<file path="src/rtl/warp_dispatcher_pkg.sv">
// Shared types and constants for the warp dispatcher: kernel descriptor,
// the "no warp" id, and the dispatcher FSM state encoding.
package warp_dispatcher_pkg;

  localparam int unsigned WARP_ID_W = 4;
  localparam int unsigned PC_W      = 32;

  localparam logic [WARP_ID_W-1:0] WARP_ID_NONE = 4'hF;

  typedef struct packed {
    logic [WARP_ID_W-1:0] warp_id;
    logic [PC_W-1:0]      start_pc;
  } kernel_t;

  localparam kernel_t KERNEL_NONE = '{warp_id: WARP_ID_NONE, start_pc: '0};

  localparam logic [2:0] ST_IDLE       = 3'd0;
  localparam logic [2:0] ST_LAUNCH     = 3'd1;
  localparam logic [2:0] ST_WAIT_START = 3'd2;
  localparam logic [2:0] ST_RUN        = 3'd3;
  localparam logic [2:0] ST_RETIRE     = 3'd4;

endpackage

</file>
<file path="src/rtl/warp_dispatcher_kernel_fifo.sv">
// Synchronous FIFO of kernel descriptors; no write-to-read bypass, so an
// entry written into an empty FIFO becomes visible on the following cycle.
module kernel_fifo
  import warp_dispatcher_pkg::*;
#(
  parameter int unsigned DEPTH = 8
) (
  input  logic                  clk,
  input  logic                  rst,
  input  logic                  push,
  input  kernel_t               push_data,
  input  logic                  pop,
  output kernel_t               pop_data,
  output logic                  full,
  output logic                  empty,
  output logic [$clog2(DEPTH):0] count
);

  localparam int unsigned PTR_W = $clog2(DEPTH);
  localparam int unsigned CNT_W = PTR_W + 1;

  kernel_t            mem [DEPTH];
  logic [PTR_W-1:0]   wr_ptr;
  logic [PTR_W-1:0]   rd_ptr;
  logic               push_ok;
  logic               pop_ok;

  assign full     = (count == CNT_W'(DEPTH));
  assign empty    = (count == '0);
  assign push_ok  = push && !full;
  assign pop_ok   = pop && !empty;
  assign pop_data = mem[rd_ptr];

  // Pointers wrap naturally because DEPTH is a power of two.
  always_ff @(posedge clk) begin
    if (rst) begin
      wr_ptr <= '0;
      rd_ptr <= '0;
      count  <= '0;
    end else begin
      if (push_ok) wr_ptr <= wr_ptr + PTR_W'(1);
      if (pop_ok)  rd_ptr <= rd_ptr + PTR_W'(1);
      case ({push_ok, pop_ok})
        2'b10:   count <= count + CNT_W'(1);
        2'b01:   count <= count - CNT_W'(1);
        default: count <= count;
      endcase
    end
  end

  always_ff @(posedge clk) begin
    if (push_ok) mem[wr_ptr] <= push_data;
  end

endmodule

</file>
<file path="src/rtl/warp_dispatcher.sv">
// Launch stage for simd_core: queues kernels, launches one warp at a time,
// and retires it on the core's matching finished handshake or a start timeout.
module warp_dispatcher
  import warp_dispatcher_pkg::*;
#(
  parameter int unsigned QUEUE_DEPTH   = 8,
  parameter int unsigned START_TIMEOUT = 16
) (
  input  logic                        clk,
  input  logic                        rst,
  input  logic                        submit_valid,
  input  kernel_t                     submit_kernel,
  output logic                        submit_ready,
  output kernel_t                     kernel_out,
  output logic                        launch,
  input  logic                        core_finished,
  input  logic [WARP_ID_W-1:0]        core_warp_id,
  output logic                        done_valid,
  output logic [WARP_ID_W-1:0]        done_warp_id,
  output logic                        done_timeout,
  output logic                        busy,
  output logic [$clog2(QUEUE_DEPTH):0] queue_count
);

  localparam int unsigned TIMER_W = $clog2(START_TIMEOUT) + 1;

  logic [2:0]         state;
  logic [2:0]         state_next;
  logic [TIMER_W-1:0] timer;
  logic [TIMER_W-1:0] timer_next;
  logic [TIMER_W-1:0] timer_inc;
  logic               timeout_flag;
  logic               timeout_flag_next;
  logic               fifo_pop;
  logic               fifo_full;
  logic               fifo_empty;
  kernel_t            fifo_head;

  kernel_fifo #(.DEPTH(QUEUE_DEPTH)) u_fifo (
    .clk       (clk),
    .rst       (rst),
    .push      (submit_valid),
    .push_data (submit_kernel),
    .pop       (fifo_pop),
    .pop_data  (fifo_head),
    .full      (fifo_full),
    .empty     (fifo_empty),
    .count     (queue_count)
  );

  assign submit_ready = !fifo_full;
  assign busy         = (state != ST_IDLE) || !fifo_empty;
  assign timer_inc    = timer + TIMER_W'(1);

  // Next-state logic. The core idles with finished high, so a warp only counts
  // as started once finished drops; a stale high level never retires it.
  always_comb begin
    state_next        = state;
    timer_next        = timer;
    timeout_flag_next = timeout_flag;
    fifo_pop          = 1'b0;
    case (state)
      ST_IDLE: begin
        if (!fifo_empty) begin
          fifo_pop   = 1'b1;
          state_next = ST_LAUNCH;
        end
      end
      ST_LAUNCH: begin
        timer_next        = '0;
        timeout_flag_next = 1'b0;
        state_next        = ST_WAIT_START;
      end
      ST_WAIT_START: begin
        if (!core_finished) begin
          state_next = ST_RUN;
        end else begin
          timer_next = timer_inc;
          if (timer_inc == TIMER_W'(START_TIMEOUT - 1)) begin
            timeout_flag_next = 1'b1;
            state_next        = ST_RETIRE;
          end
        end
      end
      ST_RUN: begin
        if (core_finished && (core_warp_id == kernel_out.warp_id)) state_next = ST_RETIRE;
      end
      ST_RETIRE: state_next = ST_IDLE;
      default:   state_next = ST_IDLE;
    endcase
  end

  // State, timer and registered outputs aligned with the state they describe.
  always_ff @(posedge clk) begin
    if (rst) begin
      state        <= ST_IDLE;
      timer        <= '0;
      timeout_flag <= 1'b0;
      kernel_out   <= KERNEL_NONE;
      launch       <= 1'b0;
      done_valid   <= 1'b0;
      done_timeout <= 1'b0;
      done_warp_id <= WARP_ID_NONE;
    end else begin
      state        <= state_next;
      timer        <= timer_next;
      timeout_flag <= timeout_flag_next;
      if (fifo_pop) kernel_out <= fifo_head;
      launch       <= (state_next == ST_LAUNCH);
      done_valid   <= (state_next == ST_RETIRE);
      done_timeout <= (state_next == ST_RETIRE) && timeout_flag_next;
      if (state_next == ST_RETIRE) done_warp_id <= kernel_out.warp_id;
    end
  end

endmodule
</file>
<file path="config.mk">
export PLATFORM = sky130hd
export DESIGN_NAME = warp_dispatcher
export DESIGN_NICKNAME = d
export VERILOG_FILES = /design/src/rtl/warp_dispatcher_pkg.sv /design/src/rtl/warp_dispatcher_kernel_fifo.sv /design/src/rtl/warp_dispatcher.sv
export SDC_FILE = /design/constraint.sdc
export NUM_CORES = 1
export LEC_CHECK = 0
export ABC_AREA = 0
export BUFFER_PORTS_ARGS = -buffer_cell sky130_fd_sc_hd__clkbuf_2
export CAP_MARGIN = 0
export CORE_ASPECT_RATIO = 0.8
export CORE_MARGIN = 1
export CORE_UTILIZATION = 60
export DETAILED_ROUTE_END_ITERATION = 12
export MAX_ROUTING_LAYER = met4
export PLACE_DENSITY = 0.88
export SLEW_MARGIN = 5
export SYNTH_ARGS = -nofsm -noshare
export SYNTH_HDL_FRONTEND = slang
export SYNTH_SLANG_ARGS = --single-unit
</file>
<file path="constraint.sdc">
create_clock -name clk -period 5.2 [get_ports clk]
set_input_delay 0.52 -clock clk [delete_from_list [all_inputs] [get_ports clk]]
set_output_delay 0.52 -clock clk [all_outputs]
set_load 0.005 [all_outputs]
</file>
==> results of run 1 <==
[power groups by stage]
stage	sequential (mW)	clock (mW)	combinational [mW]
detailed placement	3.61	0	1.38
CTS	3.56	2.23	1.41
finish	3.55	2.19	1.39
global placement	3.60	0	1.34
floorplan	3.44	0	1.20
global route	3.58	2.32	1.52
[cell families (layout without fill, tap and decap cells)]
| logic type | count (synthesis) | after routing | share of synthesized area |
|---|---|---|---|
| xor gates and xnor gates | 13 | 13 | 0.00850 |
| DFF | 350 | 350 | 0.738 |
| buffers and inverters | 47 | 169 | 0.0190 |
| muxes | 112 | 112 | 0.151 |
| AOI/OAI and AO/OA | 60 | 60 | 0.0372 |
| adders and majority gates | 8 | 8 | 0.00803 |
| and+or+nand+nor | 115 | 115 | 0.0385 |
| other | 0 | 2 | 0 |
[state kept, by name, indices dropped and copies added (netlist names), 3 cells and up]
name           count
u_fifo.mem       288
timer              5
kernel_out        36
done_warp_id       4
state              3
u_fifo.count       4
u_fifo.rd_ptr      3
u_fifo.wr_ptr      3
[cell usage in the layout (no fill, tap or decap), types with 2 or more instances in the layout]
master / n
sky130_fd_sc_hd__a211oi_1: 18
sky130_fd_sc_hd__diode_2: 2
sky130_fd_sc_hd__a21oi_1: 14
sky130_fd_sc_hd__inv_1: 6
sky130_fd_sc_hd__nor4_2: 2
sky130_fd_sc_hd__clkbuf_1: 7
sky130_fd_sc_hd__nand3_1: 7
sky130_fd_sc_hd__bufinv_16: 2
sky130_fd_sc_hd__nor3_2: 4
sky130_fd_sc_hd__edfxtp_1: 288
sky130_fd_sc_hd__clkinvlp_4: 6
sky130_fd_sc_hd__clkinv_1: 3
sky130_fd_sc_hd__mux2i_1: 40
sky130_fd_sc_hd__mux4_2: 72
sky130_fd_sc_hd__clkbuf_2: 91
sky130_fd_sc_hd__clkbuf_16: 31
sky130_fd_sc_hd__o21ai_0: 2
sky130_fd_sc_hd__nand2b_1: 3
sky130_fd_sc_hd__a21o_1: 2
sky130_fd_sc_hd__buf_4: 12
sky130_fd_sc_hd__nand2_1: 12
sky130_fd_sc_hd__nand3b_1: 4
sky130_fd_sc_hd__nor2b_1: 2
sky130_fd_sc_hd__a211oi_2: 17
sky130_fd_sc_hd__xor2_1: 6
sky130_fd_sc_hd__dfxtp_4: 2
sky130_fd_sc_hd__nor2_1: 65
sky130_fd_sc_hd__xnor2_1: 7
sky130_fd_sc_hd__a22oi_1: 4
sky130_fd_sc_hd__dfxtp_1: 59
sky130_fd_sc_hd__clkinv_2: 7
sky130_fd_sc_hd__nand4_1: 2
sky130_fd_sc_hd__nor3_1: 4
sky130_fd_sc_hd__ha_1: 7
sky130_fd_sc_hd__nor2_4: 3
[worst max-delay path, cell delays in order (launching register included)]
cell and delay, ps:
sky130_fd_sc_hd__dfxtp_1 380, sky130_fd_sc_hd__nor4_2 380, sky130_fd_sc_hd__or4_1 380, sky130_fd_sc_hd__clkinv_4 530, sky130_fd_sc_hd__ha_1 480, sky130_fd_sc_hd__ha_1 280
sky130_fd_sc_hd__a21o_1 170, sky130_fd_sc_hd__a21oi_1 170, sky130_fd_sc_hd__xnor2_1 90, sky130_fd_sc_hd__or3_1 310, sky130_fd_sc_hd__a21oi_1 140
[worst paths after layout]
path	startpoint	endpoint	slack [ps]	cells after the start
max	u_fifo.count[0]	u_fifo.count[3]	1800	10
min	submit_kernel[20]	u_fifo.mem[1][20]	230	1
max reg2reg	u_fifo.count[0]	u_fifo.count[3]	1800	10
min reg2reg	timer[4]	timer[4]	470	1
[through the flow]
step	setup slack [ps]	utilization	instance area, um^2
after floorplan	407	-	13400
after global placement	1920	0.651	14200
after detailed placement	1850	0.651	14200
after CTS	1810	0.696	15100
after global routing	1560	0.697	15100
final	1800	0.697	15100
[area by class of cell]
cell class | instances | area, um^2 | share of cell area
Antenna cell | 2 | 5.00 | 0.000330
Clock buffer | 39 | 816 | 0.0539
Clock inverter | 19 | 160 | 0.0106
Inverter | 7 | 31.3 | 0.00207
Multi-Input combinational cell | 308 | 3310 | 0.218
Sequential cell | 350 | 9900 | 0.654
Tap cell | 300 | 375 | 0.0248
Timing Repair Buffer | 104 | 551 | 0.0364
[per-layer routing]
layer / up-vias / share of wire / track usage / wire length (um)
met5: - / 0 / - / 0
met4: 0 / 0.019 / 0.0676 / 495
met3: 45 / 0.072 / 0.0389 / 1840
met2: 304 / 0.49 / 0.382 / 12500
met1: 3429 / 0.42 / 0.323 / 10700
li1: 3006 / - / - / -
==> impl_summary.txt, run 1 <==
----------------------------------------------------
[STA]
  Transition time of the tightest slew-check pin ... 1100 ps
  Skew final ... 18.5 ps
  Setup repair after global routing missed its margin ... false
  Fin Setup TNS ... 0 ps
  Highest achievable clock rate ... 294 MHz
  Hold violation count in the final report ... 0
  Slew headroom ... 0.265
  Count of final setup violators ... 0
  Shortest clock period the worst path allows after layout ... 3400 ps
  Period utilisation layout ... 0.654
  Number of max-slew violations in the final report ... 0
  Worst Hold Margin ... 235 ps

[Placed design]
  Cell Count Post-Placement ... 1069
  Total of buffers placed on input and output ports ... 92
  Placer Congestion ... 0.828
  Sum of net half-perimeters after detailed placement ... 13.7 mm

[Synth]
  Most numerous cell in the Yosys netlist ... sky130_fd_sc_hd__edfxtp_1
  Number of storage elements in the synthesis netlist ... 350
  Number of enable flip-flop cells after synthesis ... 288
  Number of cells produced by synthesis ... 705
  Top cell type by total area after synthesis ... sky130_fd_sc_hd__edfxtp_1
  Primary FF master, synth ... sky130_fd_sc_hd__edfxtp_1
  FFs w/ async S/R, synth ... 0
  Top cells by area, synth ... sky130_fd_sc_hd__edfxtp_1, sky130_fd_sc_hd__mux4_2, sky130_fd_sc_hd__dfxtp_1
  Commonest cells post-synth ... sky130_fd_sc_hd__edfxtp_1, sky130_fd_sc_hd__mux4_2, sky130_fd_sc_hd__nor2_1, sky130_fd_sc_hd__dfxtp_1, sky130_fd_sc_hd__mux2i_1
  Total nets after synthesis ... 757
  Number of library cell types mapped by synthesis ... 40
  Count of yosys warnings during synthesis ... 0
  Sequential area share after synthesis ... 0.738
  Top-area cell type share of the netlist area ... 0.645
  Avg Synthesized Cell Area ... 19.0 um^2
  Area of the mapped netlist ... 0.0134 mm^2

[Detailed routing]
  1st-pass router iterations ... 5
  DRC ... 0
  Routed wire length ... 25.6 mm
  Number of DRC violations after detailed-routing iteration 0 ... 598
  Via Count ... 6784
  WL/cell ... 22.7 um
  DRT antenna net count ... 0
  Routed via count divided by cell count ... 6.01

[Final layout]
  Non-filler instance count after layout ... 1129
  Final net count ... 854
  Fraction of final layout cells with drive strength greater than 1 ... 0.310
  Number of inserted filler cells in the final layout ... 1362
  Layout Area Growth over Synthesis ... 13.0%

[GRT]
  Global route total overflow ... 0
  All-Layer GR Usage ... 0.239
  Pin count of the biggest net entering global routing ... 74
  Initial antenna violation count ... 2
  Global-route wire length before repair ... 39.1 mm
  Number of global-route vias before repair ... 6839

[Min path]
  Class of the tightest hold or removal check ... input port to flip-flop

[Setup path]
  Start-to-end type of the worst setup path ... flip-flop to flip-flop
  Type of element capturing the critical path ... flip-flop
  Data arrival time of the critical path ... 3870 ps
  Worst Setup Start Kind ... flip-flop
  Crit-path max FO ... 68
  Data required time at the worst endpoint ... 5670 ps

[CTS]
  H-tree levels ... 1
  Clock tree buffer depth ... 3
  Hold buffers post-CTS ... 0
  Post-CTS sizing ... 0
  Num CTS Buffers ... 31
  Buffers inserted during post-CTS setup optimization ... 0
  Clock root cell ... sky130_fd_sc_hd__clkbuf_16
  Clock Pin Slew Worst Setup and Hold Paths ... 70 ps
  Insertion delay to the later sink of the worst-skew pair ... 560 ps
  CTS tree ... done
  Number of sinks handled by clock tree synthesis ... 350

[Floorplan]
  Standard-cell row count ... 48
  Die boundary width ... 169 um
  Die boundary height ... 136 um
  Ports placed on the boundary ... 93
  Initial Util ... 0.616
  Total die area ... 0.0229 mm^2
  Placeable core area ... 0.0217 mm^2

[Power and ir drop]
  Total power divided by cell area ... 471 mW/mm^2
  Total net switching power ... 1.95 mW
  Gate power share ... 0.195
  Design Power ... 7.14 mW
  Clock network power share ... 0.307
  Leakage power ... 4.93 nW
  Maximum resistive drop on vdd ... 0.340 mV
  Switching part of the total power ... 0.274
  Cell Int Power ... 5.18 mW
  Relative contribution of sequential cells to total power ... 0.498

[Flow run]
  Maximum capacitance violations ... 0

[Run status]
  Result of the run ... completed

----------------------------------------------------
Note: power is estimated with default switching activity, not from simulation.
==> inputs of run 2 (changes only) <==
- ABC_AREA: 0 -> 1
- clock period: 5.2 -> 3.35 ns (I/O delays scaled with it)
==> run 2 against run 1 <==
  * Cell area rose by 3.3%
  * Register-to-register slack got worse by 880 ps
  * Sequential share of layout area fell by 2.1 points
  * Highest routed layer unchanged
==> impl_summary.txt, run 2 <==
----------------------------------------------------
[Detailed routing]
  DRC ... 0 (unchanged)
  1st-pass router iterations ... 5 (unchanged)
  Routed via count divided by cell count ... 5.93 (-1.3%)
  WL/cell ... 19.1 um (-16%)
  Via Count ... 9137 (+35%)
  Routed wire length ... 29.5 mm (+15%)
  Number of DRC violations after detailed-routing iteration 0 ... 1084 (+81%)
  DRT antenna net count ... 0 (unchanged)

[GRT]
  Global-route wire length before repair ... 45.5 mm (+17%)
  Initial antenna violation count ... 0 (-2)
  Global route total overflow ... 0 (unchanged)
  Pin count of the biggest net entering global routing ... 143 (+93%)
  Number of global-route vias before repair ... 8787 (+28%)
  All-Layer GR Usage ... 0.264 (+0.0249)

[Final layout]
  Sequential cell area in the final layout ... 0.00990 mm^2 (about the same)
  Count of inserted antenna diode cells ... 0 (-2)
  Largest register FFs ... 288 (unchanged)
  Area used by multi-input combinational logic ... 0.00322 mm^2 (-2.7%)
  Final Util ... 0.695 (-0.00160)
  Most common cell after layout, fill and taps aside ... sky130_fd_sc_hd__edfxtp_1
  Top Registers ... u_fifo.mem x288, kernel_out x36, timer x5
  Post-route standard cell area excluding fillers ... 0.0156 mm^2 (+3.3%)
  Final net count ... 1263 (+48%)
  Register containing the most flip-flops in the final layout ... u_fifo.mem
  Number of inserted filler cells in the final layout ... 1438 (+5.6%)
  Highest-count cells in the layout ignoring fill and taps ... sky130_fd_sc_hd__edfxtp_1, sky130_fd_sc_hd__o21ai_0, sky130_fd_sc_hd__nor2_1
  Layout Area Growth over Synthesis ... 13.5%
  Fraction of final layout cells with drive strength greater than 1 ... 0.154 (-0.156)

[Setup path]
  Worst Setup Start Kind ... flip-flop
  Cell breakdown of the critical path ... nor2_1 -> nand3_1 -> nand2_1 -> inv_1 -> nand2_1 -> nor2_4 -> buf_4
  Crit-path max FO ... 27 (-60%)
  Critical Path Slowest Stage Cell ... sky130_fd_sc_hd__buf_4
  Data arrival time of the critical path ... 2590 ps (-1280 ps)
  Critical Path Most Common Cell ... sky130_fd_sc_hd__nand2_1
  Critical path's largest stage delay ... 490 ps (-40 ps)
  Type of element capturing the critical path ... flip-flop
  Data required time at the worst endpoint ... 3510 ps (-2160 ps)
  Start-to-end type of the worst setup path ... flip-flop to flip-flop

[Floorplan]
  Die boundary height ... 138 um (+1.4%)
  Standard-cell row count ... 49 (+2.1%)
  Initial Util ... 0.612 (-0.00429)
  Total die area ... 0.0236 mm^2 (+2.7%)
  Placeable core area ... 0.0225 mm^2 (+3.5%)
  Ports placed on the boundary ... 93 (unchanged)
  Die boundary width ... 171 um (+1.4%)

[STA]
  Fin worst setup slack ... 922 ps (-878 ps)
  Transition time of the tightest slew-check pin ... 859 ps (-244 ps)
  Period utilisation layout ... 0.725 (+0.0710)
  Skew final ... 14.4 ps (-4.04 ps)
  Fin Setup TNS ... 0 ps (unchanged)
  Slew headroom ... 0.428 (+0.163)
  Hold violation count in the final report ... 0 (unchanged)
  Count of final setup violators ... 0 (unchanged)
  Shortest clock period the worst path allows after layout ... 2430 ps (-972 ps)
  Highest achievable clock rate ... 412 MHz (+40%)
  Setup repair after global routing missed its margin ... false
  Number of max-slew violations in the final report ... 0 (unchanged)

[Synth]
  Top cells by area, synth ... sky130_fd_sc_hd__edfxtp_1, sky130_fd_sc_hd__dfxtp_1, sky130_fd_sc_hd__o21ai_0
  Top cell type by total area after synthesis ... sky130_fd_sc_hd__edfxtp_1
  Sequential area share after synthesis ... 0.718 (-0.0199)
  Total nets after synthesis ... 1185 (+57%)
  Number of library cell types mapped by synthesis ... 30 (-25%)
  Most numerous cell in the Yosys netlist ... sky130_fd_sc_hd__edfxtp_1
  Number of storage elements in the synthesis netlist ... 350 (unchanged)
  Area of the mapped netlist ... 0.0138 mm^2 (+2.8%)
  Number of enable flip-flop cells after synthesis ... 288 (unchanged)
  Top-area cell type share of the netlist area ... 0.628 (-0.0174)
  Primary FF master, synth ... sky130_fd_sc_hd__edfxtp_1
  Number of cells produced by synthesis ... 1133 (+61%)
  Commonest cells post-synth ... sky130_fd_sc_hd__edfxtp_1, sky130_fd_sc_hd__o21ai_0, sky130_fd_sc_hd__nor2_1, sky130_fd_sc_hd__a21oi_1, sky130_fd_sc_hd__inv_1
  FFs w/ async S/R, synth ... 0 (unchanged)
  Avg Synthesized Cell Area ... 12.2 um^2 (-36%)
  Count of yosys warnings during synthesis ... 0 (unchanged)

[Power and ir drop]
  Leakage power ... 5.65 nW (+15%)
  Maximum resistive drop on vdd ... 0.460 mV (+35%)
  Total power divided by cell area ... 763 mW/mm^2 (+62%)

[Flow run]
  Maximum capacitance violations ... 0 (unchanged)

[CTS]
  Clock Pin Slew Worst Setup and Hold Paths ... 60 ps (about the same)
  CTS tree ... done
  Hold buffers post-CTS ... 0 (unchanged)
  H-tree levels ... 2 (+1)
  Clock tree buffer depth ... 3 (unchanged)
  Clock root cell ... sky130_fd_sc_hd__clkbuf_16
  Num CTS Buffers ... 34 (+9.7%)
  Post-CTS sizing ... 0 (unchanged)
  Insertion delay to the later sink of the worst-skew pair ... 520 ps (-40 ps)
  Number of sinks handled by clock tree synthesis ... 350 (unchanged)
  Buffers inserted during post-CTS setup optimization ... 0 (unchanged)

[Placed design]
  Total of buffers placed on input and output ports ... 92 (unchanged)
  Pre-CTS setup slack ... 1010 ps (-841 ps)
  Placer Congestion ... 0.781 (-5.7%)
  DP Area ... 0.0145 mm^2 (+2.6%)
  Sum of net half-perimeters after detailed placement ... 16.8 mm (+23%)

[Run status]
  Result of the run ... completed

[Min path]
  Class of the tightest hold or removal check ... input port to flip-flop

----------------------------------------------------
run 2: cell types whose count changed after synthesis, moves of 40 or more:
cell                       delta
sky130_fd_sc_hd__o21ai_0    +166
sky130_fd_sc_hd__o211ai_1    +71
sky130_fd_sc_hd__nand2_1     +71
sky130_fd_sc_hd__inv_1       +95
sky130_fd_sc_hd__a21oi_1     +88
sky130_fd_sc_hd__mux4_2      -72
sky130_fd_sc_hd__mux2i_1     -40
sky130_fd_sc_hd__nor2_1      +43
run 2: power breakdown:
group	total (mW)	switching [mW]	internal [mW]
Combinational	2.76	1.85	0.913
Clock	3.76	1.59	2.17
Sequential	5.40	0.305	5.09
run 2: cells by family after synthesis:
kind of cell / after synthesis / share of synthesized area
buf+inv: 171 / 0.0529
fa+ha+maj: 8 / 0.00781
compound gates: 373 / 0.152
simple gates: 227 / 0.0672
flops: 350 / 0.718
xor+xnor: 4 / 0.00254
run 2: worst paths after layout:
kind | slack, ps | depth (start not counted) | to | startpoint
hold / removal | 90 | 1 | u_fifo.mem[0][33] | submit_kernel[33]
setup reg to reg | 920 | 7 | u_fifo.mem[2][11] | u_fifo.count[1]
hold reg to reg | 490 | 2 | timer[4] | timer[4]
setup / recovery | 920 | 7 | u_fifo.mem[2][11] | u_fifo.count[1]
run 2: layout make-up:
type / instances / share of cell area
Clock buffer: 44 / 0.0607
Timing Repair Buffer: 109 / 0.0408
Tap cell: 306 / 0.0245
Inverter: 104 / 0.0250
Clock inverter: 16 / 0.0102
Multi-Input combinational cell: 612 / 0.206
Sequential cell: 350 / 0.633
run 2: stage by stage:
step                power (mW)  cells  hold WS (ps)
finish                    11.9   1541          85.0
global route              12.5   1541          81.4
CTS                       12.0   1541          67.5
detailed placement        8.21   1481           477
global placement          8.06   1481           471
floorplan                 7.37   1133           431
run 2: worst max-delay path: cells and delay by family (launching register included):
| family | cells | cell delay, ps |
|---|---|---|
| flops | 1 | 400 |
| buf+inv | 2 | 630 |
| simple gates | 5 | 1010 |
run 2: metal layers:
metal / share of wire / global-route usage / vias to the layer above / wire length (um)
li1: - / - / 4223 / -
met1: 0.41 / 0.338 / 4434 / 12000
met2: 0.50 / 0.421 / 410 / 14600
met3: 0.066 / 0.0408 / 70 / 1950
met4: 0.031 / 0.119 / 0 / 907
met5: 0 / - / - / 0
